===== config.mk =====
export PLATFORM = sky130hd
export DESIGN_NAME = rn_recovery_ctrl
export DESIGN_NICKNAME = d
export VERILOG_FILES = /design/src/rtl/rn_recovery_ctrl_pkg.sv /design/src/rtl/rn_recovery_ctrl.sv
export SDC_FILE = /design/constraint.sdc
export NUM_CORES = 1
export LEC_CHECK = 0
export CORE_AREA = 2 2 94 78
export CTS_BUF_LIST = sky130_fd_sc_hd__clkbuf_8 sky130_fd_sc_hd__clkbuf_16
export CTS_CLUSTER_SIZE = 16
export DETAILED_ROUTE_END_ITERATION = 8
export DIE_AREA = 0 0 96 80
export GPL_TIMING_DRIVEN = 0
export HOLD_SLACK_MARGIN = 0.08
export PLACE_DENSITY = 0.84
export REMOVE_ABC_BUFFERS = 1
export SLEW_MARGIN = 20
export SYNTH_ARGS = -nofsm -noshare
export SYNTH_HDL_FRONTEND = slang
export SYNTH_SLANG_ARGS = --single-unit

===== constraint.sdc =====
create_clock -name CLK -period 3.2 [get_ports CLK]
set_input_delay 0.64 -clock CLK [delete_from_list [all_inputs] [get_ports CLK]]
set_output_delay 0.64 -clock CLK [all_outputs]
set_load 0.005 [all_outputs]

===== src/rtl/rn_recovery_ctrl_pkg.sv =====
// Shared rename package: ROB/physical-register geometry, recovery FSM states
// and the ring-distance helper used by the recovery controller.
package rn_recovery_ctrl_pkg;

  localparam int unsigned ROB_IDX_W = 6;
  localparam int unsigned PHYREG_W  = 6;
  localparam int unsigned ROB_SIZE  = 2 ** ROB_IDX_W;

  typedef enum logic [1:0] {
    ST_IDLE = 2'd0,
    ST_WALK = 2'd1,
    ST_COPY = 2'd2,
    ST_DONE = 2'd3
  } rcv_state_t;

  // Number of ROB entries from older up to (not including) younger, wrapping around the ring
  function automatic logic [ROB_IDX_W-1:0] rob_dist(input logic [ROB_IDX_W-1:0] younger,
                                                    input logic [ROB_IDX_W-1:0] older);
    return younger - older;
  endfunction

endpackage


===== src/rtl/rn_recovery_ctrl.sv =====
// Rename recovery controller: after a mispredict or commit flush, walks the ROB
// youngest-first returning allocated physical registers to the free list, then
// restores the RAT and ROB tail. Rename is frozen for the whole sequence.
module rn_recovery_ctrl #(
  parameter int unsigned ROB_IDX_W = rn_recovery_ctrl_pkg::ROB_IDX_W,
  parameter int unsigned PHYREG_W  = rn_recovery_ctrl_pkg::PHYREG_W
) (
  input  logic                 CLK,
  input  logic                 RESET,
  input  logic                 mispredict,
  input  logic [ROB_IDX_W-1:0] mispredict_idx,
  input  logic                 flush_fCOM,
  input  logic [ROB_IDX_W-1:0] ROB_head,
  input  logic [ROB_IDX_W-1:0] ROB_tail,
  input  logic                 full_ROB,
  input  logic                 walk_wb,
  input  logic [PHYREG_W-1:0]  walk_phyReg,
  output logic [ROB_IDX_W-1:0] walk_idx,
  output logic                 FREEZE,
  output logic                 do_reclaim,
  output logic [PHYREG_W-1:0]  reclaimed_reg,
  output logic                 do_copy_RAT,
  output logic                 set_ROB_tail,
  output logic [ROB_IDX_W-1:0] new_ROB_tail,
  output logic                 recover_done
);

  import rn_recovery_ctrl_pkg::rcv_state_t;
  import rn_recovery_ctrl_pkg::ST_IDLE;
  import rn_recovery_ctrl_pkg::ST_WALK;
  import rn_recovery_ctrl_pkg::ST_COPY;
  import rn_recovery_ctrl_pkg::ST_DONE;
  import rn_recovery_ctrl_pkg::ROB_SIZE;
  import rn_recovery_ctrl_pkg::rob_dist;

  localparam int unsigned           REM_W    = ROB_IDX_W + 1;
  localparam logic [ROB_IDX_W-1:0]  IDX_ONE  = ROB_IDX_W'(1);
  localparam logic [REM_W-1:0]      REM_ONE  = REM_W'(1);
  localparam logic [REM_W-1:0]      REM_FULL = REM_W'(ROB_SIZE);

  rcv_state_t           state_q, state_d;
  logic [ROB_IDX_W-1:0] cur_q, cur_d;
  logic [ROB_IDX_W-1:0] stop_q, stop_d;
  logic [REM_W-1:0]     remain_q, remain_d;
  logic [ROB_IDX_W-1:0] walk_idx_q;
  logic [PHYREG_W-1:0]  reclaimed_q;

  logic                 walk_active;
  logic [ROB_IDX_W-1:0] rewalk_cur;
  logic [REM_W-1:0]     rewalk_rem;

  // A WALK cycle with remain==0 is the hand-off cycle to COPY and touches no entry
  assign walk_active = (state_q == ST_WALK) && (remain_q != '0);

  // Late flush after the walk finished: rewalk everything from just below the old stop
  assign rewalk_cur = stop_q - IDX_ONE;
  assign rewalk_rem = REM_W'(rob_dist(rewalk_cur, ROB_head)) + REM_ONE;

  // State and walk-pointer registers
  always_ff @(posedge CLK or posedge RESET) begin
    if (RESET) begin
      state_q     <= ST_IDLE;
      cur_q       <= '0;
      stop_q      <= '0;
      remain_q    <= '0;
      walk_idx_q  <= '0;
      reclaimed_q <= '0;
    end else begin
      state_q  <= state_d;
      cur_q    <= cur_d;
      stop_q   <= stop_d;
      remain_q <= remain_d;
      if (walk_active) begin
        walk_idx_q  <= cur_q;
        reclaimed_q <= walk_phyReg;
      end
    end
  end

  // Next-state and walk-pointer update
  always_comb begin
    state_d  = state_q;
    cur_d    = cur_q;
    stop_d   = stop_q;
    remain_d = remain_q;
    case (state_q)
      ST_IDLE: begin
        if (flush_fCOM) begin
          stop_d   = ROB_head;
          cur_d    = ROB_tail - IDX_ONE;
          remain_d = full_ROB ? REM_FULL : REM_W'(rob_dist(ROB_tail, ROB_head));
          state_d  = (remain_d == '0) ? ST_COPY : ST_WALK;
        end else if (mispredict) begin
          stop_d   = mispredict_idx + IDX_ONE;
          cur_d    = ROB_tail - IDX_ONE;
          remain_d = REM_W'(rob_dist(ROB_tail, stop_d));
          state_d  = (remain_d == '0) ? ST_COPY : ST_WALK;
        end
      end
      ST_WALK: begin
        if (remain_q != '0) begin
          cur_d    = cur_q - IDX_ONE;
          remain_d = remain_q - REM_ONE;
        end else begin
          state_d = ST_COPY;
        end
        if (flush_fCOM) begin
          stop_d = ROB_head;
          if (remain_q != '0) begin
            // Entry at cur is reclaimed this cycle; continue below it down to head
            cur_d    = cur_q - IDX_ONE;
            remain_d = REM_W'(rob_dist(cur_q, ROB_head));
          end else begin
            // Hand-off cycle: cur is the first entry not yet walked, keep it
            cur_d    = cur_q;
            remain_d = REM_W'(rob_dist(cur_q, ROB_head)) + REM_ONE;
          end
          state_d = (remain_d == '0) ? ST_COPY : ST_WALK;
        end
      end
      ST_COPY: begin
        state_d = ST_DONE;
        if (flush_fCOM) begin
          stop_d   = ROB_head;
          cur_d    = rewalk_cur;
          remain_d = rewalk_rem;
          state_d  = ST_WALK;
        end
      end
      ST_DONE: begin
        state_d = ST_IDLE;
        if (flush_fCOM) begin
          stop_d   = ROB_head;
          cur_d    = rewalk_cur;
          remain_d = rewalk_rem;
          state_d  = ST_WALK;
        end
      end
      default: state_d = ST_IDLE;
    endcase
  end

  // ROB read and free-list push happen in the same cycle as the walk step
  assign walk_idx      = walk_active ? cur_q : walk_idx_q;
  assign reclaimed_reg = walk_active ? walk_phyReg : reclaimed_q;
  assign do_reclaim    = walk_active & walk_wb;

  assign FREEZE        = (state_q != ST_IDLE);
  assign do_copy_RAT   = (state_q == ST_COPY);
  assign set_ROB_tail  = (state_q == ST_COPY);
  assign new_ROB_tail  = stop_q;
  assign recover_done  = (state_q == ST_DONE) && !flush_fCOM;

endmodule


==> flow_summary.toml, run 1 <==
[timing]
clock.fmax_mhz = 317
final.setup.tns_ns = 0
slew_violations = 0
period_share = 0.987
tightest_slew_ns = 1.07
finalHoldViolations = 0
finalSetupViolations = 0
relSlewSlack = 0.287
period_minus_slack_ns = 3.16
skew_ns = 0.0131

[layout]
layout_commonest_cell = "clkdlybuf4s50_1"
area_growth_pct = 24.9
final_nets = 506
drive_gt1_frac = 0.123
fin_area_um2 = 4080
antenna_cells = 0
mostFrequentLayoutCells = "clkdlybuf4s50_1, nand2_1, nor2_1, dfrtp_1, o21ai_0"
fin_cells = 534

[worst_setup_path]
arrival_ns = 2.52
cp_slowest_stage_delay_ns = 0.65
cp-start-kind = "flip-flop"
cp_max_fo = 20
critPathSlowestCell = "dfrtp_1"
critPathRequiredTime_ns = 2.56
worstSetupPathType = "reg2out"
cp-end-kind = "output port"
ff2ff_path_depth = 11
path_cells = "nand2b_2 -> nor2_4 -> buf_12 -> mux2_2 -> clkdlybuf4s50_1"

[logic_synthesis]
async_flop_share = 1.00
yosys-top-cells-area = "dfrtp_1, ha_1, xnor2_1"
yosysTopAreaCell = "dfrtp_1"
synth_edf_count = 0
ys_seq_area_frac = 0.253
synth_area_per_cell_um2 = 8.31
netlist.area_leader.share = 0.253
synth_cell_types = 59
synth_ff_type = "dfrtp_1"
synth-seq-cells = 33
ys_warn_count = 0
netlist_instances = 393
synth_area_um2 = 3270

[cts]
clock-sinks = 33
cts_tree = "done"
cts_buffers = 5
clock_latency_ns = 0.30
cts_buffer_depth = 2
clock_tree.htree_level_count = 2
cts.clk_slew.worst_paths_ns = 0.08
clock-root-buffer = "clkbuf_8"

[detailed_routing]
antenna_left = 0
vias = 3195
routedWlPerCell_um = 17.7
first_pass_iters = 5
drtIter0Drc = 245
drc = 0
vias_per_cell = 5.98
totalWireLength_um = 9450

[place]
placement.io_buffers = 52
place_inst = 517
dp_hpwl_um = 6990
place_area_um2 = 3830
gp_congestion = 0.934

[job]
drv_cap = 0

[min_path]
hold_class = "reg2reg"
min_path_cells = 1

[floorplanning]
die_x_um = 96
die_h_um = 80
rows = 27
initial_core_util = 0.486
core_um2 = 6720
die-area_um2 = 7680
io-pin-count = 53

[power]
ir_drop_mv = 0.302
leakage_nw = 1.72
power_density_nw_per_um2 = 881

[global_routing]
grt_usage = 0.248
grt-ovfl-total = 0
grt_antenna_before_repair = 0
grt_pass1_vias = 2985
grt_pass1_wl_um = 14600
grt_start_max_net_pins = 34

[outcome]
status = "complete, no violations"
## where the power goes
part / switching [mW] / internal [mW]
clock: 0.180 / 0.150
sequential: 0.185 / 0.594
combinational: 1.28 / 1.21
total: 1.64 / 1.95
## registers in the layout, summed over array words and instances, names as in the netlist
| signal | flops |
|---|---|
| cur_q | 6 |
| new_ROB_tail | 6 |
| reclaimed_q | 6 |
| remain_q | 7 |
| state_q | 2 |
| walk_idx_q | 6 |
## what timing repair did
| action | 4_1_cts | 5_1_grt |
|---|---|---|
| pin swaps | 2 | 7 |
| setup endpoints to repair | 17 | 16 |
| setup buffers | 4 | 5 |
| resized for setup | 6 | 14 |
| hold buffers | 0 | 0 |
## synth_stat cells (5+ instances only)
| master | instances |
|---|---|
| a21oi_1 | 24 |
| inv_1 | 26 |
| nand2_1 | 40 |
| o21ai_0 | 28 |
| mux2_2 | 10 |
| clkbuf_1 | 11 |
| nor2_1 | 34 |
| o21a_1 | 5 |
| o22ai_1 | 7 |
| mux2i_1 | 8 |
| o21ai_1 | 7 |
| xor2_1 | 10 |
| ha_1 | 26 |
| nand3_1 | 7 |
| nor3_1 | 13 |
| xnor2_1 | 23 |
| dfrtp_1 | 33 |
## final timing paths
path / from / slack [ns] / endpoint
worst max-delay path: state_q[1] / 0.04 / reclaimed_reg[4]
worst min-delay path: reclaimed_q[3] / 0.49 / reclaimed_q[3]
worst max register to register: new_ROB_tail[0] / 0.24 / remain_q[5]
worst min register to register: reclaimed_q[3] / 0.49 / reclaimed_q[3]
max in group asynchronous: RESET / 1.94 / cur_q[5]
min in group asynchronous: RESET / 0.79 / cur_q[2]
## area by class of cell
type	instances	area (µm²)
Timing Repair Buffer	61	597
Clock buffer	5	68.8
Inverter	26	101
Sequential cell	33	826
Fill cell	586	2640
Multi-Input combinational cell	319	2360
Tap cell	87	109
Clock inverter	3	17.5
## stage by stage
step	hold WS (ns)	total power, mW	setup WS [ns]	util
final	0.491	3.60	0.0425	0.607
after global routing	0.508	3.86	-0.00211	0.607
after CTS	0.493	3.39	0.00670	0.592
after detailed placement	0.477	2.98	-0.519	0.570
after global placement	0.464	2.89	-0.463	0.570
after floorplan	0.476	2.30	0.413	-
## worst max-delay path, delay by kind of cell, from the launching register on
family,cells,cell delay (ns)
buf+inv,2,0.61
flops,1,0.65
mux,1,0.35
simple gates,2,0.61
## cell families after synthesis
logic type,after synthesis,share of synthesized area
flip-flops,33,0.253
AND/OR/NAND/NOR,130,0.201
XOR/XNOR,36,0.108
adder cells (fa/ha/maj),30,0.124
AO/OA/AOI/OAI,103,0.199
multiplexers,20,0.0659
buffers and inverters,41,0.0494
## metal layers
layer | global-route usage | vias up | routed length, µm
li1 | - | 1505 | -
met1 | 0.374 | 1525 | 4180
met2 | 0.376 | 147 | 4320
met3 | 0.0246 | 18 | 758
met4 | 0.0686 | 0 | 185
met5 | 0 | - | 0
(Power assumes the default switching activity.)
==> run 2, diff against run 1 <==
- DONT_BUFFER_PORTS: default -> 1
- PLACE_DENSITY: 0.84 -> 0.65
- clock period: 3.2 -> 3.19 ns (I/O delays scaled with it)
==> flow_summary.toml, run 2 (synthesis results as in run 1) <==
[place]
place_ws_ns = 0.0514
gp_congestion = 0.917
placement.io_buffers = 0
place_inst = 465
dp_hpwl_um = 6580
place_area_um2 = 3310

[cts]
clock-sinks = 33
cts_tree = "done"
clock_latency_ns = 0.29
clock-root-buffer = "clkbuf_8"
cts_buffers = 5
cts.clk_slew.worst_paths_ns = 0.08
cts_hold_buf = 0
cts_buffer_depth = 2
cts_setup_buffers = 0
post_cts_resized = 0
clock_tree.htree_level_count = 2

[detailed_routing]
antenna_left = 0
first_pass_iters = 4
drtIter0Drc = 236
drc = 0
vias_per_cell = 5.95
totalWireLength_um = 8360
routedWlPerCell_um = 17.7
vias = 2812

[layout]
nFillCells = 628
layout_commonest_cell = "nand2_1"
drive_gt1_frac = 0.0777
largest_reg_flops = 7
antenna_cells = 0
final_nets = 445
fin_area_um2 = 3410
area_growth_pct = 4.33
regMostFlops = "remain_q"
fin_cells = 473
final_util = 0.507
mostFrequentLayoutCells = "nand2_1, nor2_1, dfrtp_1"

[power]
pwr-share-comb = 0.645
p_int_mw = 1.60
ir_drop_mv = 0.266
seq_power_share = 0.253
p_sw_mw = 1.48
leakage_nw = 1.45
power_density_nw_per_um2 = 903
power_mw = 3.08
clkPwrFrac = 0.101
switching_share = 0.480

[floorplanning]
rows = 27
die_x_um = 96
initial_core_util = 0.486
core_um2 = 6720
die_h_um = 80
die-area_um2 = 7680
io-pin-count = 53

[timing]
fin_ws_ns = 0.189
relSlewSlack = 0.310
period_minus_slack_ns = 3.00
finalSetupViolations = 0
finalHoldViolations = 0
skew_ns = 0.00905
tightest_slew_ns = 1.03
final.setup.tns_ns = 0
slew_violations = 0
period_share = 0.941
clock.fmax_mhz = 333
hold_slack_ns = 0.336
rsz0062_at_grt = "false"

[global_routing]
grt_start_max_net_pins = 34
grt_antenna_before_repair = 0
grt_usage = 0.230
grt_pass1_wl_um = 13500
grt_pass1_vias = 2665
grt-ovfl-total = 0

[min_path]
hold_class = "in2async"

[worst_setup_path]
cp-end-kind = "flip-flop"
worstSetupPathType = "reg2reg"
cp-start-kind = "flip-flop"
cp_max_fo = 5
r2r_setup_slack_ns = 0.19
arrival_ns = 3.24
critPathRequiredTime_ns = 3.43

[outcome]
status = "complete, no violations"

[job]
drv_cap = 0
==> run 2: critical path: stages, from the launching register on <==
cell      delay [ns]
dfrtp_1         0.47
inv_1           0.10
ha_1            0.28
inv_1           0.08
fa_1            0.45
a21o_1          0.18
a21oi_1         0.17
xor2_1          0.13
or3_1           0.34
or3_1           0.33
o221ai_2        0.24
o32a_1          0.18
==> run 2: cell type report <==
cell class | instances | area (µm²) | area share
clock buffer | 5 | 68.8 | 0.0202
clock inverter | 3 | 13.8 | 0.00404
inverter | 26 | 97.6 | 0.0286
multi-input combinational | 319 | 2290 | 0.673
sequential | 33 | 826 | 0.242
tap | 87 | 109 | 0.0319
==> run 2: final timing paths <==
check,from,endpoint,cells past startpoint
worst min register to register,reclaimed_q[3],reclaimed_q[3],1
worst max register to register,new_ROB_tail[0],remain_q[5],11
worst max-delay path,new_ROB_tail[0],remain_q[5],11
worst min-delay path,RESET,new_ROB_tail[0],1
min in group CLK,flush_fCOM,new_ROB_tail[1],1
max in group asynchronous,RESET,remain_q[6],1
==> run 2: metal layers <==
metal,GRT usage,vias up,part of all wire
met1,0.332,1335,0.47
li1,-,1386,-
met2,0.349,84,0.45
met3,0.0482,7,0.071
met4,0.0614,0,0.013
met5,0,-,0
==> run 2: power groups by stage <==
stage	clock (mW)	sequential, mW	combinational, mW
finish	0.312	0.779	1.99
global route	0.334	0.806	2.23
CTS	0.326	0.778	1.96
detailed placement	0	0.784	1.95
global placement	0	0.780	1.91
floorplan	0	0.723	1.59
==> run 3, diff against run 2 <==
--- a/constraint.sdc
+++ b/constraint.sdc
@@ -3,2 +3,2 @@
 set_output_delay 0.638 -clock CLK [all_outputs]
-set_load 0.005 [all_outputs]
+set_load 0.02 [all_outputs]
==> flow_summary.toml, run 3 (synthesis results as in run 1) <==
[global_routing]
gr-usage-met3 = 0.0482
grt_usage = 0.230
grt_pass1_vias = 2665
met1_usage = 0.332
grt_start_max_net_pins = 34
grt_antenna_before_repair = 0
busiest_layer = "met2"
grt_pass1_wl_um = 13500
grt-ovfl-total = 0
global_route.usage.met2 = 0.349

[place]
place_ws_ns = 0.0323
gp_congestion = 0.917
place_inst = 465
dp_hpwl_um = 6580
placement.io_buffers = 0
place_area_um2 = 3310

[timing]
slew_violations = 0
skew_ns = 0.00907
finalSetupViolations = 0
rsz0062_at_grt = "false"
period_share = 0.941
period_minus_slack_ns = 3.00
relSlewSlack = 0.310
fin_ws_ns = 0.188
hold_slack_ns = 0.336
final.setup.tns_ns = 0
tightest_slew_ns = 1.03
clock.fmax_mhz = 333
finalHoldViolations = 0

[floorplanning]
io-pin-count = 53
core_um2 = 6720
die_h_um = 80
initial_core_util = 0.486
rows = 27
die_x_um = 96
die-area_um2 = 7680

[layout]
final_nets = 445
drive_gt1_frac = 0.0829
final_util = 0.507
layout_commonest_cell = "nand2_1"
fin_cells = 473
regMostFlops = "remain_q"
area_growth_pct = 4.41
mostFrequentLayoutCells = "nand2_1, nor2_1, dfrtp_1"
fin_area_um2 = 3410
largest_reg_flops = 7
antenna_cells = 0

[worst_setup_path]
cp-end-kind = "flip-flop"
critPathRequiredTime_ns = 3.43
cp_slowest_stage_delay_ns = 0.48
cpLargestDelayFamily = "compound AO/OA/AOI/OAI gates"
arrival_ns = 3.24
crit_buf_inv = 2
worstSetupPathType = "reg2reg"
path_cells = "inv_1 -> ha_1 -> inv_1 -> fa_1 -> a21o_1 -> a21oi_1 -> xor2_1 -> or3_1 -> or3_1 -> o221ai_2 -> o32a_1"
critPathLaunch = "new_ROB_tail[0]"
r2r_start = "new_ROB_tail[0]"
cp-start-kind = "flip-flop"
r2r_setup_slack_ns = 0.19
cp_max_fo = 5
critPathSlowestCell = "dfrtp_2"

[power]
ir_drop_mv = 0.276
clkPwrFrac = 0.097
switching_share = 0.501
pwr-share-comb = 0.656
p_sw_mw = 1.61
power_density_nw_per_um2 = 943
seq_power_share = 0.247
p_int_mw = 1.60
leakage_nw = 1.45
power_mw = 3.22

[cts]
clock-sinks = 33
clock-root-buffer = "clkbuf_8"
cts_tree = "done"
clock_tree.htree_level_count = 2
cts_buffers = 5
cts_setup_buffers = 0
clock_latency_ns = 0.29
cts.clk_slew.worst_paths_ns = 0.08
cts_hold_buf = 0
cts_buffer_depth = 2

[detailed_routing]
drc = 0
drtIter0Drc = 234
totalWireLength_um = 8350
vias = 2812
first_pass_iters = 4
antenna_left = 0
vias_per_cell = 5.95
routedWlPerCell_um = 17.7

[min_path]
hold_class = "in2async"

[job]
drv_cap = 0

[outcome]
status = "complete, no violations"
==> run 3: path summary, 6_finish.rpt <==
check                      cells after the start              end
hold / removal                                 1         cur_q[2]
setup reg to reg                              11      remain_q[5]
setup / recovery                              11      remain_q[5]
hold reg to reg                                2         cur_q[5]
min in group CLK                               1  new_ROB_tail[1]
max in group asynchronous                      1  new_ROB_tail[1]
==> run 3: final cells by class <==
class	count	area (µm²)
clock buffers	5	68.8
clock inverters	3	13.8
fillers	626	3310
inverters	26	97.6
multi-input cells	319	2290
flip-flops and latches	33	828
well taps	87	109
==> run 3: routing by layer <==
metal	part of all wire	wire [µm]
met1	0.47	3890
met2	0.45	3760
met3	0.071	593
met4	0.013	106
met5	0	0
==> run 3: worst reg2reg max path: cells and delay by family, from the launching register on <==
family,cells,cell delay (ns)
adder cells (fa/ha/maj),2,0.73
AO/OA/AOI/OAI,4,0.77
XOR/XNOR,1,0.13
buffers and inverters,2,0.17
flip-flops,1,0.48
AND/OR/NAND/NOR,2,0.67
==> run 3: what timing repair did <==
action | in CTS | in global routing
endpoints found under the setup margin | 0 | 13
resized for setup | 0 | 4
hold endpoints to repair | 0 | 0
==> run 3: power by group through the flow <==
stage,Clock (mW),Combinational (mW),Sequential [mW]
floorplan,0,1.71,0.737
global placement,0,2.03,0.793
detailed placement,0,2.07,0.798
CTS,0.326,2.08,0.791
global route,0.334,2.35,0.820
finish,0.312,2.11,0.793
